[config.mk]
export PLATFORM = sky130hd
export DESIGN_NAME = crc_32
export DESIGN_NICKNAME = d
export VERILOG_FILES = /design/src/rtl/crc_32.sv
export SDC_FILE = /design/constraint.sdc
export NUM_CORES = 1
export LEC_CHECK = 0
export ABC_AREA = 1
export CAP_MARGIN = 20
export CORE_MARGIN = 2
export CORE_UTILIZATION = 57
export DETAILED_ROUTE_END_ITERATION = 10
export PLACE_DENSITY = 0.9
export SLEW_MARGIN = 20
export SYNTH_ARGS = -nofsm -noshare
export SYNTH_HDL_FRONTEND = slang
export SYNTH_SLANG_ARGS = --single-unit
[constraint.sdc]
create_clock -name clk -period 2.1 [get_ports clk]
set_input_delay 0.315 -clock clk [delete_from_list [all_inputs] [get_ports clk]]
set_output_delay 0.315 -clock clk [all_outputs]
set_load 0.02 [all_outputs]
[src/rtl/crc_32.sv]
// Byte-serial Ethernet CRC-32 (IEEE 802.3 FCS) generator/checker.
// Absorbs one byte per qualified clock and presents the complemented CRC
// byte-swapped, so the MAC shifts crc[31:24] out LSB-first first.
module crc_32 (
   input  logic        clk,
   input  logic        rst,
   input  logic        vld,
   input  logic [7:0]  data,
   output logic [31:0] crc
);

   localparam logic [31:0] POLY = 32'hEDB88320;
   localparam logic [31:0] INIT = 32'hFFFFFFFF;

   logic [31:0] r;
   logic [31:0] r_next;
   logic [31:0] f;

   // Reflected CRC-32 over one byte, bit 0 first; the loop unrolls into a
   // single-cycle XOR network so a byte can be absorbed every clock.
   function automatic logic [31:0] next_crc(input logic [31:0] c, input logic [7:0] d);
      logic [31:0] t;
      logic        fb;
      t = c;
      for (int k = 0; k < 8; k++) begin
         fb = t[0] ^ d[k];
         t  = (t >> 1) ^ (fb ? POLY : 32'h0);
      end
      return t;
   endfunction

   // Next-state value: absorb data only when qualified, otherwise hold.
   always_comb begin
      r_next = r;
      if (vld) begin
         r_next = next_crc(r, data);
      end
   end

   // CRC register; reset restarts the frame asynchronously and beats vld.
   always_ff @(posedge clk or posedge rst) begin
      if (rst) begin
         r <= INIT;
      end else begin
         r <= r_next;
      end
   end

   // Final XOR and byte swap, derived from the register only.
   always_comb begin
      f   = ~r;
      crc = {f[7:0], f[15:8], f[23:16], f[31:24]};
   end

endmodule

Yosys cells after proc, flatten, opt, wreduce, memory -nomap -nowiden
Index checks and enable logic that the tools add are counted.

word-level totals
  bits in registers = 32
  input port bits = 11
  output and inout bits = 32
  logic and storage cells = 26

cells by class
  muxes and demuxes = 8
  bitwise logic cells = 17

operator list
  cell                                             count
  32-bit two-way mux                               8
  31-bit by 32-bit bitwise XOR with 32-bit output  8
  32-bit inverter                                  1
  1-bit bitwise XOR                                8

Logic depth before layout (Yosys ltp)
  depth in word-level cells = 24
  depth in mapped cells = 13
  depth with buffers taken out = 13

Worst setup path after synthesis
Ideal clock, no wire load.

  path type = register to register
  start point = reg r[5]
  end point = reg r[18]
  library setup time = 0.061 ns
  arrival = 1.437 ns
  data required time = 2.039 ns
  slack = 0.602 ns
  cell stages (with the launch flop) = 11
  path buffers = 0
  clock period less this slack = 1.498 ns
  cell sequence = dfstp_2 -> inv_1 -> nand2_1 -> nand2_4 -> xnor2_2 -> inv_2 -> nand2_1 -> nand2_1 -> nand2_1 -> nand3_1 -> nand2_1

between the ends
  cells in the longest elaborated chain, start to end = 10

ends and longest elaborated chain
  item                                                          line  RTL
  from (decl)                                                   15    logic [31:0] r;
  from (signal assigned)                                        45    r <= r_next;
  31-bit by 32-bit bitwise XOR with 32-bit output (5 in a row)  27    t = (t >> 1) ^ (fb ? POLY : 32'h0);
  1-bit bitwise XOR                                             26    fb = t[0] ^ d[k];
  32-bit two-way mux                                            27
  31-bit by 32-bit bitwise XOR with 32-bit output (3 in a row)  27

Every way passes these cells.
A chain may end at the register's enable or synchronous reset.

Worst setup path after layout
  start point = reg r[6]
  end point = out crc[30]

between the ends
  cells in the longest elaborated chain, start to end = 1

ends and longest elaborated chain
  item             line  RTL
  32-bit inverter  51    f = ~r;
  to (decl)        9     output logic [31:0] crc

Every way passes these cells.

==> impl_metrics.toml <==
[grt]
grt.total_usage = 0.273
grt_start_max_net_pins = 37
grt_pass1_wl_um = 10600
antenna_found_initial = 0
first_global_vias = 2217
grt.overflow.total = 0

[final_layout]
largestRegisters = "r: 32 flops"
fillers = 344
largest_reg_flops = 32
antenna_cells = 0
final_cell_mix = "nand2_1, clkdlybuf4s50_1, inv_1, dfstp_2, nand3_1"
layout_commonest_cell = "nand2_1"
top_register = "r"
finalNetCount = 409
layout.area.seq_um2 = 841
drive_gt1_frac = 0.203
area_delta_synth_final_pct = 24.0
multi_input_area_um2 = 1370

[floorplan]
start_util = 0.599
fp.dieH_um = 69.3
rows = 23
die_area_um2 = 4800
io_pins = 43
core_um2 = 4060
die_w_um = 69.3

[route]
wire_per_inst_um = 13.8
vias = 2356
routed_via_density = 5.25
firstDrtPassIters = 4
drc_errors = 0
initialDrtViolationCount = 258
ant_nets = 0
drt-total-wl_um = 6220

[yosys]
yosys-top-cells-area = "dfstp_2, nand2_1, xor2_1, inv_1, nand3_1"
synth_edf_count = 0
async_flop_share = 1.00
netlist_instances = 352
syn_avg_cell_area_um2 = 6.90
yosys_register_bits = 32
synth_flop_cell = "dfstp_2"
yosys_warnings = 0
synth_top_area_share = 0.346
ys_seq_area_frac = 0.346
synth_area_um2 = 2430
yosys.area.top_type = "dfstp_2"
synthesis.nets = 363
synth_cell_types = 25

[cts]
cts_hold_buf = 0
cts.path.max_buffers = 2
ctsResizeCount = 0
cts_num_sinks = 32
numCtsBuffers = 5
cts_tree = "yes"
ctsHtreeMaxLevel = 2
cts_root_buf = "clkbuf_8"
clkTransAtPathRegs_ns = 0.07
post-cts-setup-buffers = 0
clock_latency_ns = 0.29

[power]
clkPwrFrac = 0.088
p_per_area_nw_per_um2 = 1920
switching_share = 0.494
seqPwrFrac = 0.244
p_switching_mw = 2.85
p_leak_nw = 1.54
internal_power_mw = 2.93
ir_worst_vdd_uv = 982
combPwrFrac = 0.669

[sta]
max_slew_margin = 0.723
fin_crit_sh = 0.847
tightest_slew_ns = 0.415
fin_crit_ns = 1.78
clock.fmax_ghz = 0.562
rsz0062_at_grt = "false"
setup-tns-final_ns = 0
finalSetupViolCount = 0
final.setup.worst_slack_ns = 0.320
finalClockSkew_ns = 0.00478
finalHoldViolations = 0
finalMaxSlewViolations = 0

[min_path]
hold_end = "r[22]"
hp-start = "r[22]"
holdPathStages = 2
hold_class = "flip-flop to flip-flop"

[critical_path]
arrival_ns = 1.46
required_ns = 1.78
reg2reg_slack_ns = 0.40
crit_path_start_kind = "flip-flop"
critPathMaxFanout = 4
end_kind = "output pin"
critical_path_class = "flip-flop to output pin"
timing.rr.end = "r[19]"
r2r_start = "r[7]"
worst_r2r_path_depth = 13

[job]
cap_violations = 0

[placement]
gp_congestion = 0.881
io_buffers = 42
place_ws_ns = 0.108
place_hpwl_um = 4560

[status]
outcome = "completed"
-- layout make-up --
| class | instances | area share |
|---|---|---|
| clock buffer | 8 | 0.0299 |
| inverter | 53 | 0.0660 |
| multi-input combinational | 261 | 0.453 |
| sequential | 32 | 0.279 |
| tap | 50 | 0.0208 |
| timing repair buffer | 45 | 0.151 |
-- stage by stage --
step | instances | instance area [um2] | hold slack (ns) | power [mW] | util
after global routing | 449 | 3010 | 0.506 | 6.25 | 0.743
after CTS | 449 | 3010 | 0.478 | 5.76 | 0.743
after detailed placement | 441 | 2920 | 0.466 | 5.24 | 0.721
final | 449 | 3010 | 0.480 | 5.78 | 0.743
after floorplan | 352 | 2430 | 0.448 | 4.03 | -
after global placement | 441 | 2920 | 0.459 | 5.13 | 0.721
-- power groups by stage --
| stage | logic, mW | clock network, mW | registers, mW |
|---|---|---|---|
| 5_1_grt | 4.26 | 0.536 | 1.45 |
| 4_1_cts | 3.85 | 0.504 | 1.41 |
| 3_5_place_dp | 3.83 | 0 | 1.41 |
| 6_report | 3.87 | 0.506 | 1.41 |
| 2_1_floorplan | 2.69 | 0 | 1.34 |
| 3_3_place_gp | 3.74 | 0 | 1.39 |
-- routing by layer --
layer	vias up	track usage	wire, um
li1	1159	-	-
met1	1090	0.366	2600
met2	96	0.447	3080
met3	11	0.0480	429
met4	0	0.0915	111
met5	-	0	0
-- Yosys cell counts (3+ instances only) --
master / n
a31oi_1: 3
nand2_4: 9
o21ai_0: 11
dfstp_2: 32
nor2_1: 9
inv_2: 11
clkbuf_1: 3
inv_1: 41
nand2_2: 16
nand3_1: 28
xor2_1: 24
o21ai_1: 8
nand2_1: 139
xnor2_1: 3
-- how the worst max path moves through the flow --
| stage | depth (start not counted) | startpoint | slack [ns] | to |
|---|---|---|---|---|
| after floorplan | 10 | r[5] | 0.60 | r[18] |
| after global routing | 14 | data[7] | 0.26 | r[19] |
| after CTS | 2 | r[0] | 0.32 | crc[24] |
| final | 2 | r[6] | 0.32 | crc[30] |
| after detailed placement | 14 | data[7] | 0.11 | r[19] |
| after global placement | 10 | data[0] | 0.16 | r[25] |
-- critical path, cell delays in order (launching register included) --
cell and delay [ns]:
dfstp_2 0.55, inv_1 0.08, clkdlybuf4s50_1 0.54
-- logic make-up (layout without fill, tap and decap cells) --
kind of cell	after synthesis	after routing	share of synthesized area
buffers and inverters	59	106	0.0917
xor gates and xnor gates	30	30	0.117
DFF	32	32	0.346
and+or+nand+nor	205	205	0.386
AOI/OAI and AO/OA	26	26	0.0592
No activity file was read; power rests on OpenSTA's default activity.
